### src/rtl/game_sequencer.sv
// Rally sequencer for the paddle game: serve hold, per-frame ball motion, miss handling,
// lives and score. Sole owner of the ball centre position.
module game_sequencer #(
  parameter int SCREEN_W     = 640,
  parameter int SCREEN_H     = 480,
  parameter int BALL_R       = 10,
  parameter int BALL_STEP    = 2,
  parameter int START_X      = 320,
  parameter int START_Y      = 240,
  parameter int SERVE_FRAMES = 60,
  parameter int MISS_FRAMES  = 30,
  parameter int LIVES        = 3
) (
  input  logic       clk,
  input  logic       rst_n,
  input  logic       frame_tick,
  input  logic       start,
  input  logic [3:0] dir_state,
  output logic [9:0] ball_x,
  output logic [9:0] ball_y,
  output logic       ball_en,
  output logic       playing,
  output logic [3:0] lives_left,
  output logic [7:0] score,
  output logic       game_over
);

  typedef enum logic [2:0] {S_IDLE, S_SERVE, S_PLAY, S_MISS, S_OVER} state_t;

  localparam int CNT_MAX = (SERVE_FRAMES > MISS_FRAMES) ? SERVE_FRAMES : MISS_FRAMES;
  localparam int CNT_W   = $clog2(CNT_MAX + 1);

  localparam logic [CNT_W-1:0]   SERVE_CNT  = CNT_W'(SERVE_FRAMES);
  localparam logic [CNT_W-1:0]   MISS_CNT   = CNT_W'(MISS_FRAMES);
  localparam logic [9:0]         HOME_X     = 10'(START_X);
  localparam logic [9:0]         HOME_Y     = 10'(START_Y);
  localparam logic [3:0]         LIVES_INIT = 4'(LIVES);
  localparam logic signed [10:0] STEP_P     = 11'(BALL_STEP);
  localparam logic signed [10:0] STEP_N     = 11'(-BALL_STEP);
  localparam logic signed [10:0] X_MIN      = 11'(BALL_R);
  localparam logic signed [10:0] X_MAX      = 11'(SCREEN_W - 1 - BALL_R);
  localparam logic signed [10:0] Y_MIN      = 11'(BALL_R);
  localparam logic signed [10:0] Y_MAX      = 11'(SCREEN_H - 1 - BALL_R);

  state_t           state_q, state_d;
  logic [9:0]       ball_x_q, ball_x_d;
  logic [9:0]       ball_y_q, ball_y_d;
  logic             ball_en_q, ball_en_d;
  logic             playing_q, playing_d;
  logic [3:0]       lives_q, lives_d;
  logic [7:0]       score_q, score_d;
  logic             game_over_q, game_over_d;
  logic [CNT_W-1:0] cnt_q, cnt_d;
  logic             start_q;
  logic [3:0]       prev_dir_q;

  logic             start_rise;
  logic             hit;
  logic [CNT_W-1:0] cnt_inc;
  logic signed [10:0] step_x, step_y;
  logic signed [10:0] nx, ny;

  function automatic logic [9:0] clamp_axis(input logic signed [10:0] v,
                                            input logic signed [10:0] lo,
                                            input logic signed [10:0] hi);
    logic signed [10:0] r;
    r = v;
    if (v < lo) r = lo;
    else if (v > hi) r = hi;
    return r[9:0];
  endfunction

  // Per-axis velocity sign for each collision-controller code; codes 9..15 do not move.
  always_comb begin
    step_x = '0;
    step_y = '0;
    case (dir_state)
      4'd0:       begin step_x = '0;     step_y = STEP_P; end
      4'd1, 4'd8: begin step_x = STEP_N; step_y = STEP_N; end
      4'd2, 4'd3: begin step_x = STEP_P; step_y = STEP_N; end
      4'd4, 4'd5: begin step_x = STEP_P; step_y = STEP_P; end
      4'd6, 4'd7: begin step_x = STEP_N; step_y = STEP_P; end
      default:    begin step_x = '0;     step_y = '0;     end
    endcase
  end

  assign start_rise = start & ~start_q;
  // A paddle hit is a transition from a downward-travelling code into an upward one.
  assign hit = (state_q == S_PLAY) &&
               ((prev_dir_q == 4'd0) || (prev_dir_q == 4'd4) || (prev_dir_q == 4'd7)) &&
               ((dir_state == 4'd1) || (dir_state == 4'd2));

  always_comb begin
    state_d     = state_q;
    ball_x_d    = ball_x_q;
    ball_y_d    = ball_y_q;
    ball_en_d   = ball_en_q;
    playing_d   = playing_q;
    lives_d     = lives_q;
    score_d     = score_q;
    game_over_d = game_over_q;
    cnt_d       = cnt_q;
    cnt_inc     = cnt_q + 1'b1;
    nx          = $signed({1'b0, ball_x_q}) + step_x;
    ny          = $signed({1'b0, ball_y_q}) + step_y;

    case (state_q)
      S_IDLE: begin
        ball_x_d  = HOME_X;
        ball_y_d  = HOME_Y;
        ball_en_d = 1'b0;
        if (start_rise) begin
          state_d   = S_SERVE;
          cnt_d     = '0;
          ball_en_d = 1'b1;
        end
      end
      S_SERVE: begin
        ball_x_d  = HOME_X;
        ball_y_d  = HOME_Y;
        ball_en_d = 1'b1;
        if (frame_tick) begin
          cnt_d = cnt_inc;
          if (cnt_inc == SERVE_CNT) begin
            state_d   = S_PLAY;
            playing_d = 1'b1;
          end
        end
      end
      S_PLAY: begin
        if (hit && (score_q != 8'hFF)) score_d = score_q + 8'd1;
        // A miss takes priority over a coincident frame tick: the ball does not move.
        if (dir_state == 4'd9) begin
          state_d   = S_MISS;
          lives_d   = (lives_q != 4'd0) ? lives_q - 4'd1 : 4'd0;
          cnt_d     = '0;
          ball_en_d = 1'b0;
          playing_d = 1'b0;
        end else if (frame_tick) begin
          ball_x_d = clamp_axis(nx, X_MIN, X_MAX);
          ball_y_d = clamp_axis(ny, Y_MIN, Y_MAX);
        end
      end
      S_MISS: begin
        ball_en_d = 1'b0;
        if (frame_tick) begin
          cnt_d = cnt_inc;
          if (cnt_inc == MISS_CNT) begin
            if (lives_q == 4'd0) begin
              state_d     = S_OVER;
              game_over_d = 1'b1;
            end else begin
              state_d   = S_SERVE;
              cnt_d     = '0;
              ball_x_d  = HOME_X;
              ball_y_d  = HOME_Y;
              ball_en_d = 1'b1;
            end
          end
        end
      end
      S_OVER: begin
        game_over_d = 1'b1;
        ball_en_d   = 1'b0;
        if (start_rise) begin
          state_d     = S_SERVE;
          lives_d     = LIVES_INIT;
          score_d     = '0;
          game_over_d = 1'b0;
          cnt_d       = '0;
          ball_x_d    = HOME_X;
          ball_y_d    = HOME_Y;
          ball_en_d   = 1'b1;
        end
      end
      default: state_d = S_IDLE;
    endcase
  end

  always_ff @(posedge clk or negedge rst_n) begin
    if (!rst_n) begin
      state_q     <= S_IDLE;
      ball_x_q    <= HOME_X;
      ball_y_q    <= HOME_Y;
      ball_en_q   <= 1'b0;
      playing_q   <= 1'b0;
      lives_q     <= LIVES_INIT;
      score_q     <= '0;
      game_over_q <= 1'b0;
      cnt_q       <= '0;
      start_q     <= 1'b0;
      prev_dir_q  <= '0;
    end else begin
      state_q     <= state_d;
      ball_x_q    <= ball_x_d;
      ball_y_q    <= ball_y_d;
      ball_en_q   <= ball_en_d;
      playing_q   <= playing_d;
      lives_q     <= lives_d;
      score_q     <= score_d;
      game_over_q <= game_over_d;
      cnt_q       <= cnt_d;
      start_q     <= start;
      prev_dir_q  <= dir_state;
    end
  end

  assign ball_x     = ball_x_q;
  assign ball_y     = ball_y_q;
  assign ball_en    = ball_en_q;
  assign playing    = playing_q;
  assign lives_left = lives_q;
  assign score      = score_q;
  assign game_over  = game_over_q;

endmodule

### config.mk
export PLATFORM = sky130hd
export DESIGN_NAME = game_sequencer
export DESIGN_NICKNAME = d
export VERILOG_FILES = /design/src/rtl/game_sequencer.sv
export SDC_FILE = /design/constraint.sdc
export NUM_CORES = 1
export LEC_CHECK = 0
export BUFFER_PORTS_ARGS = -buffer_cell sky130_fd_sc_hd__buf_2
export CORE_UTILIZATION = 60
export CTS_CLUSTER_DIAMETER = 30
export CTS_CLUSTER_SIZE = 8
export DETAILED_ROUTE_END_ITERATION = 10
export PLACE_DENSITY = 0.82
export RECOVER_POWER = 100
export SKIP_LAST_GASP = 1
export SYNTH_ARGS = -nofsm -noshare
export SYNTH_HDL_FRONTEND = slang
export SYNTH_SLANG_ARGS = --single-unit
### constraint.sdc
create_clock -name clk -period 5.2 [get_ports clk]
set_clock_uncertainty 0.1 [all_clocks]
set_input_delay 0.78 -clock clk [delete_from_list [all_inputs] [get_ports clk]]
set_output_delay 0.78 -clock clk [all_outputs]
set_load 0.02 [all_outputs]
Yosys cells after proc, flatten, opt, wreduce, memory -nomap -nowiden. Memory sizes are Yosys's and may differ from the RTL's. Index checks and enable logic that the tools add are counted.

Register bits after elaboration: 49. Bits in read-only memories: 320. Word-level logic and storage cells: 126. Memories: 1. Bits of input ports: 8. Output and inout port bits: 35.

Bitwise gates (word level): 2. Add/sub/neg operators: 5. Magnitude comparators: 4. Muxes and demuxes: 54. Reductions and logical operators: 25. Eq/ne operators: 24.

Memory list: (name not given) (depth 16, width 20, read ports 1, clocked after Yosys merged registers in 0, write ports 0, line 77) `case (dir_state)`.

Operator list (count): two-way mux 10 bit (16); case mux 10 bit (4 select lines) (2); two-way mux 6 bit (6); case mux 6 bit (4 select lines) (1); adder 11 bit (2); < comparator 11 x 5 -> 1 bit (second input constant) (2); two-way mux 3 bit (7); != test 2 bit (second input constant) (9); two-way mux 8 bit (2); case mux 8 bit (2 select lines) (1); two-way mux 4 bit (3); case mux 3 bit (4 select lines) (1); nonzero test 4 bit (3); greater-than comparator 11 x 10 -> 1 bit (second input constant) (1); greater-than comparator 11 bit (second input constant) (1); two-way mux 1 bit (11); adder 8 x 1 -> 8 bit (second input constant) (1); equality test 4 x 3 -> 1 bit (second input constant) (2); zero test 4 bit (2); != test 8 bit (second input constant) (1); case mux 4 bit (2 select lines) (1); AND reduction 4 bit (2); AND reduction 7 bit (1); adder 6 x 1 -> 6 bit (second input constant) (1); other kinds (23) (35).

Logic depth before layout (Yosys ltp). Gate-level depths: netlist (run 1).

Word-level depth: 8. Mapped depth: 13. Mapped depth without buffers: 12.

Worst setup path after synthesis (run 1). No wires, ideal clock.

Kind: input -> register. Start: input dir_state[3]. End: register ball_x_q[4] (netlist: ball_x[4]). Setup slack: 1251 ps. Setup time: 122 ps. Required time: 4978 ps. Data arrival time: 3727 ps. Stages: 13. Buffers on the path: 1. Path through: clkbuf_1 > xor2_1 > nand2_1 > o22ai_1 > inv_1 > fa_1 > nand2b_1 > a21oi_1 > xor2_1 > a2111o_1 > a211oi_1 > nor2_1 > a32o_1.

Word-level cells in the longest chain between the ends: 8. Elaborated cells between the ends (all ways): 12. Those cells by class: 1 x add/sub; 2 x order compare; 2 x eq/ne; 5 x mux; 1 x reduce/logical; 1 x memory.

RTL lines: from (decl) (line 18) `input logic [3:0] dir_state,`; memory (16 x 20 bit); adder 11 bit (line 104) `nx = $signed({1'b0, ball_x_q}) + step_x;`; greater-than comparator 11 bit (line 69) `else if (v > hi) r = hi;`; two-way mux 10 bit (line 69); two-way mux 10 bit (line 68) `if (v < lo) r = lo;`; two-way mux 10 bit (line 139) `end else if (frame_tick) begin`; two-way mux 10 bit (line 133) `if (dir_state == 4'd9) begin`; case mux 10 bit (4 select lines) (line 107) `case (state_q)`; to (signal assigned) (line 195) `ball_x_q <= ball_x_d;`; to (decl) (line 46) `logic [9:0] ball_x_q, ball_x_d;`.

Several ways; a longest one is shown, not always the timed one. The select of a mux whose other input is x is not followed. A chain may end at the register's enable or synchronous reset.

Worst setup path in the final report (run 1).
Start: register cnt_q[0]. End: register ball_x_q[3] (netlist: ball_x[3]).

Word-level cells in the longest chain between the ends: 4.

RTL lines: from (decl) (line 53) `logic [CNT_W-1:0] cnt_q, cnt_d;`; from (signal assigned) (line 202) `cnt_q <= cnt_d;`; adder 6 x 1 -> 6 bit (line 103) `cnt_inc = cnt_q + 1'b1;`; equality test 6 x 5 -> 1 bit (line 148) `if (cnt_inc == MISS_CNT) begin`; != test 2 bit (no line); AND reduction 7 bit (no line).

No other way between the ends.

==> impl_metrics.tcl, run 1 <==
set metrics [dict create \
    viasPerCell 6.11 \
    post_cts_buffers 0 \
    grt_overflow 0 \
    layout-drive-gt1-share 0.0673 \
    synthesis.nets 438 \
    synth_top_area_share 0.289 \
    gr-usage-met2 0.485 \
    maxCapViolations 2 \
    p_clk_frac 0.284 \
    synthFlopType "dfrtp_1" \
    busiest_layer "met2" \
    yosys.area.top_type "dfrtp_1" \
    syn_inst 406 \
    status "finished with violations" \
    route.detailed.drc 0 \
    multi_input_area_sq_mm 0.00217 \
    r2r-start "cnt_q[0]" \
    hold_viol_final 0 \
    ys_seq_elements 49 \
    grt_pass1_wl_um 13600 \
    combinationalPowerShare 0.225 \
    cp.arrival_ns 4.33 \
    critPathLaunch "cnt_q[0]" \
    ctsResizeCount 0 \
    finalSetupTns_ns 0 \
    fp-row-count 27 \
    setup_violations 0 \
    hold_buffers 0 \
    post_synth.cell_area_avg_sq_um 8.76 \
    areaGrowthSynthToFinish_pct 8.27 \
    cts_inserted_buffers 5 \
    insertion_delay_ns 0.31 \
    p_leak_nw 1.63 \
    async_reset_ff_frac 1.00 \
    fin_util 0.687 \
    dieWidth_um 79.0 \
    port-buffer-count 42 \
    routed_wirelength_um 8000 \
    grt_start_max_net_pins 50 \
    p_int_w 0.000585 \
    n_fill_cell 486 \
    drtPass1Iterations 4 \
    synth_most_common_cell "dfrtp_1" \
    min-delay-path-class "flip-flop to flip-flop" \
    cp_max_fo 24 \
    regArea_sq_mm 0.00124 \
    gp_congestion 0.862 \
    clock_path_buffers 2 \
    synth.distinct_cells 63 \
    max_freq_mhz 238 \
    yosys-top-cells-count "41 x dfrtp_1, 38 x nand2_1, 38 x o21ai_0" \
    tightestPinTransition_ns 2.55 \
    grt_pass1_vias 2999 \
    min_period_ns 4.20 \
    drtIter0Drc 241 \
    seq_area_frac_synth 0.348 \
    clk_pin_slew_worst_paths_ns 0.09 \
    violations "max-capacitance violations, max-slew violations" \
    detail_route.wl_per_cell_um 15.4 \
    cts_tree "yes" \
    hpwl_um 5960 \
    antenna_found_initial 0 \
    period_share 0.807 \
    met1_usage 0.353 \
    vias 3166 \
    pin_count 43 \
    track_usage 0.277 \
    grt_use_met3 0.0471 \
    die_area_sq_mm 0.00624 \
    peakVddDrop_mv 0.208 \
    layout.nets 477 \
    netSwitchingPower_w 0.000286 \
    power.density_mw_per_mm2 226 \
    yosys_warnings 0 \
    min_from "ball_x[8]" \
    ant_nets 0 \
    synth_edf_count 0 \
    switching_share 0.329 \
    dieHeight_um 79.0 \
    max_slew_margin -0.703 \
    critical_path_class "flip-flop to flip-flop" \
    cts_max_level 2 \
    syn_area_sq_mm 0.00356 \
    rsz0062_at_grt "no" \
    initial_core_util 0.634 \
    cts_root_buffer "clkbuf_8" \
    seqPwrFrac 0.491 \
    startpoint_type "flip-flop" \
    required_ns 5.34 \
    slew_violations 57 \
    netlist_top_cells_area "dfrtp_1 29%, ha_1 7.7%, dfstp_2 5.9%, o21ai_0 5.3%, nand2_1 4.0%" \
    cts_sinks 49 \
    endpoint_kind "flip-flop" \
    antennaDiodeCount 0 \
    coreArea_sq_mm 0.00561 \
]
[worst max-delay path, stage by stage, from the launching register on]
cell	delay [ns]
dfrtp_1	0.48
ha_1	0.23
nand2b_1	0.09
or2_4	0.26
a2111oi_0	1.49
a311oi_4	0.63
nor3_4	0.55
a32oi_1	0.16
o21ai_0	0.12
[metal layers]
layer | vias up | wire length [um] | share of wire
met4 | 0 | 73 | 0.0091
met3 | 7 | 338 | 0.042
met2 | 92 | 4020 | 0.50
li1 | 1571 | - | -
met5 | - | 0 | 0
met1 | 1496 | 3560 | 0.45
[worst paths after layout]
| path | cells after the start | slack [ns] | to |
|---|---|---|---|
| worst max-delay path | 8 | 1.00 | ball_x[3] |
| worst min-delay path | 2 | 0.38 | ball_x[8] |
| worst max register to register | 8 | 1.00 | ball_x[3] |
| worst min register to register | 2 | 0.38 | ball_x[8] |
| max in group asynchronous | 2 | 2.31 | ball_y[9] |
| min in group asynchronous | 2 | 1.24 | ball_x[5] |
[power groups by stage]
stage / clock [W] / sequential (W) / combinational [W]
CTS: 0.000257 / 0.000427 / 0.000198
global placement: 0 / 0.000433 / 0.000192
detailed placement: 0 / 0.000434 / 0.000198
floorplan: 0 / 0.000428 / 0.000152
finish: 0.000247 / 0.000428 / 0.000195
global route: 0.000268 / 0.000433 / 0.000222
[cell usage in the layout (no fill, tap or decap), drive strengths merged, types with 3 or more instances in the layout]
cell,n
o211ai,5
ha,22
nand2b,10
o31ai,4
buf,4
or3,5
dfrtp,41
a21oi,23
nor2b,9
a32oi,4
clkbuf,46
o21bai,3
a31oi,3
nor2,35
o21ai,39
a211oi,6
and2,3
dfstp,8
or2,4
xor2,14
xnor2,9
o2111ai,5
inv,22
a21o,5
or4,3
nand3,14
o21a,4
nor3,11
a32o,4
a2111o,3
nand2,39
[per-stage QoR]
step           instance area [sq um]  setup WS (ns)  power, W  std cells  hold slack [ns]
6_report                        3850           1.00  0.000871        518            0.384
5_1_grt                         3850          0.607  0.000924        518            0.410
4_1_cts                         3920           1.41  0.000882        518            0.393
3_5_place_dp                    3820           1.12  0.000632        510            0.375
3_3_place_gp                    3820           1.27  0.000625        510            0.367
2_1_floorplan                   3560           1.25  0.000581        406            0.373
[state kept, by name, summed over array words and instances (netlist names)]
| name | flops |
|---|---|
| ball_x | 10 |
| state_q | 3 |
| lives_left | 4 |
| cnt_q | 6 |
| start_q | 1 |
| playing | 1 |
| score | 8 |
| prev_dir_q | 4 |
| ball_en | 1 |
| ball_y | 10 |
| game_over | 1 |
[logic make-up after synthesis]
family | Yosys count | share of synthesized area
fa+ha+maj | 24 | 0.0887
buf+inv | 33 | 0.0362
xor+xnor | 23 | 0.0567
simple gates | 146 | 0.209
mux | 2 | 0.00633
compound gates | 129 | 0.255
flops | 49 | 0.348
[cell type report]
class / instances / area share
Tap cell: 72 / 0.0234
Multi-Input combinational cell: 324 / 0.564
Timing Repair Buffer: 44 / 0.0448
Clock inverter: 2 / 0.00455
Sequential cell: 49 / 0.321
Clock buffer: 6 / 0.0214
Inverter: 21 / 0.0205
Power figures use the tool's default switching activity.
==> run 2, diff against run 1 <==
--- a/config.mk
+++ b/config.mk
@@ -5,12 +5,13 @@
 export SDC_FILE = /design/constraint.sdc
 export NUM_CORES = 1
 export LEC_CHECK = 0
+export ABC_AREA = 1
 export BUFFER_PORTS_ARGS = -buffer_cell sky130_fd_sc_hd__buf_2
 export CORE_UTILIZATION = 60
 export CTS_CLUSTER_DIAMETER = 30
 export CTS_CLUSTER_SIZE = 8
 export DETAILED_ROUTE_END_ITERATION = 10
-export PLACE_DENSITY = 0.82
+export PLACE_DENSITY = 0.81
 export RECOVER_POWER = 100
 export SKIP_LAST_GASP = 1
 export SYNTH_ARGS = -nofsm -noshare
==> constraint.sdc (replaced) <==
create_clock -name clk -period 3.9 [get_ports clk]
set_clock_uncertainty 0.1 [all_clocks]
set_input_delay 0.585 -clock clk [delete_from_list [all_inputs] [get_ports clk]]
set_output_delay 0.585 -clock clk [all_outputs]
set_load 0.02 [all_outputs]
==> run 2 against run 1 <==
Effect of this change: the flow still finishes with violations (max-capacitance violations, max-slew violations); synthesized area rose by 7.6%; global-route usage fell by 0.50 points; combinational power rose to 9.4 times the previous value.
==> impl_metrics.tcl, run 2 <==
set metrics [dict create \
    clk_pin_slew_worst_paths_ns 0.10 \
    fp-row-count 28 \
    required_ns 4.00 \
    port-buffer-count 42 \
    grt_start_max_net_pins 50 \
    seq_area_frac_synth 0.323 \
    dieHeight_um 81.9 \
    violations "max-capacitance violations, max-slew violations" \
    cts_tree "yes" \
    mostFrequentLayoutCell "nand2_1" \
    max_slew_margin -0.686 \
    max_freq_mhz 303 \
    dp_slack_ns 0.479 \
    grt_overflow 0 \
    vias 3585 \
    cts_root_buffer "clkbuf_8" \
    cp.arrival_ns 3.40 \
    finalSetupTns_ns 0 \
    drtPass1Iterations 5 \
    netlist_top_cells_area "dfrtp_1 27%, nand2_1 19%, inv_1 8.9%, ha_1 7.2%, dfstp_2 5.5%" \
    antenna_found_initial 0 \
    endpoint_kind "flip-flop" \
    die_area_sq_mm 0.00670 \
    hold_buffers 0 \
    yosys_warnings 0 \
    post_cts_buffers 0 \
    clock_path_buffers 2 \
    cp_max_fo 10 \
    route.detailed.drc 0 \
    antennaDiodeCount 0 \
    fin_util 0.687 \
    coreArea_sq_mm 0.00603 \
    initial_core_util 0.635 \
    detail_route.wl_per_cell_um 12.1 \
    startpoint_type "input port" \
    worst_slack_ns 0.597 \
    synthesis.nets 589 \
    drtIter0Drc 194 \
    track_usage 0.272 \
    maxCapViolations 1 \
    critical_path_class "input port to flip-flop" \
    yosys.area.top_type "dfrtp_1" \
    synth_top_area_share 0.268 \
    grt_pass1_vias 3262 \
    power.density_mw_per_mm2 756 \
    peakVddDrop_mv 0.409 \
    synth_edf_count 0 \
    cts_inserted_buffers 5 \
    areaGrowthSynthToFinish_pct 8.21 \
    insertion_delay_ns 0.31 \
    syn_inst 557 \
    cts_sinks 49 \
    most-common-layout-cells "195 x nand2_1, 96 x inv_1, 41 x dfrtp_1" \
    dieWidth_um 81.9 \
    synth.distinct_cells 44 \
    yosys-top-cells-count "194 x nand2_1, 91 x inv_1, 41 x dfrtp_1" \
    grt_pass1_wl_um 14300 \
    rsz0062_at_grt "no" \
    status "finished with violations" \
    layout.nets 635 \
    slew_violations 50 \
    ctsResizeCount 0 \
    period_share 0.847 \
    post_synth.cell_area_avg_sq_um 6.87 \
    setup_violations 0 \
    async_reset_ff_frac 1.00 \
    cts_max_level 2 \
    min_period_ns 3.30 \
    routed_wirelength_um 8230 \
    layout-drive-gt1-share 0.0745 \
    synth_most_common_cell "nand2_1" \
    p_leak_nw 2.28 \
    gp_congestion 0.947 \
    hpwl_um 6280 \
    tightestPinTransition_ns 2.53 \
    viasPerCell 5.28 \
    min-delay-path-class "input port to flip-flop" \
    synthFlopType "dfrtp_1" \
    ant_nets 0 \
    hold_viol_final 0 \
    syn_area_sq_mm 0.00383 \
    ys_seq_elements 49 \
    pin_count 43 \
]
## run 2: power by group
| part | internal, W | total (W) | leakage [nW] | switching [W] |
|---|---|---|---|---|
| Combinational | 0.000577 | 0.00184 | 1.60 | 0.00126 |
| Clock | 0.000258 | 0.000443 | 0.0687 | 0.000184 |
| Sequential | 0.000699 | 0.000851 | 0.608 | 0.000152 |
## run 2: final timing paths
check                                  to  cells after the start    startpoint  slack [ns]
max in group asynchronous        cnt_q[2]                      1         rst_n        1.31
worst min-delay path              start_q                      1         start        0.29
min in group asynchronous       ball_y[9]                      1         rst_n        0.94
worst min register to register  ball_x[0]                      2     ball_x[0]        0.40
worst max register to register  ball_y[8]                     12      cnt_q[0]        0.82
worst max-delay path            ball_x[3]                     19  dir_state[1]        0.60
## run 2: final cells by class
type | count | area (sq um)
clock buffers | 5 | 68.8
clock inverters | 3 | 68.8
fillers | 531 | 1890
inverters | 104 | 393
multi-input cells | 401 | 2120
flip-flops and latches | 49 | 1240
well taps | 75 | 93.8
repair buffers | 42 | 160
## run 2: stage by stage
step,instances,area [sq um],power (W),hold WS (ns)
2_1_floorplan,557,3830,0.00234,0.189
5_1_grt,679,4140,0.00345,0.284
4_1_cts,679,4230,0.00319,0.287
3_5_place_dp,671,4100,0.00274,0.364
6_report,679,4140,0.00313,0.294
3_3_place_gp,671,4100,0.00269,0.367
## run 2: logic make-up after synthesis
group           count (synthesis)  synth area share
fa+ha+maj                      24            0.0824
flops                          49             0.323
compound gates                 66             0.106
simple gates                  302             0.357
xor+xnor                        9            0.0206
buf+inv                       107             0.112
## run 2: critical path, cell delays in order
cell and delay (ns):
clkbuf_1 0.12, inv_1 0.13, nand2_1 0.08, o21ai_0 0.16
nand2_1 0.17, inv_1 0.31, ha_1 0.38, a21oi_2 0.24
nand2_4 0.10, nand2_2 0.07, nand2_1 0.07, nand2_1 0.06
nand2_1 0.07, nand3_1 0.13, nor2_4 0.06, nor2_1 0.27
inv_4 0.07, o21ai_0 0.24, nand2_1 0.08
## run 2: per-layer routing
metal,vias up,track usage,share of wire,routed length [um]
met5,-,0,0,0
met4,0,0.0544,0.012,101
met3,13,0.0444,0.041,337
li1,1867,-,-,-
met1,1630,0.354,0.48,3910
met2,75,0.474,0.47,3880
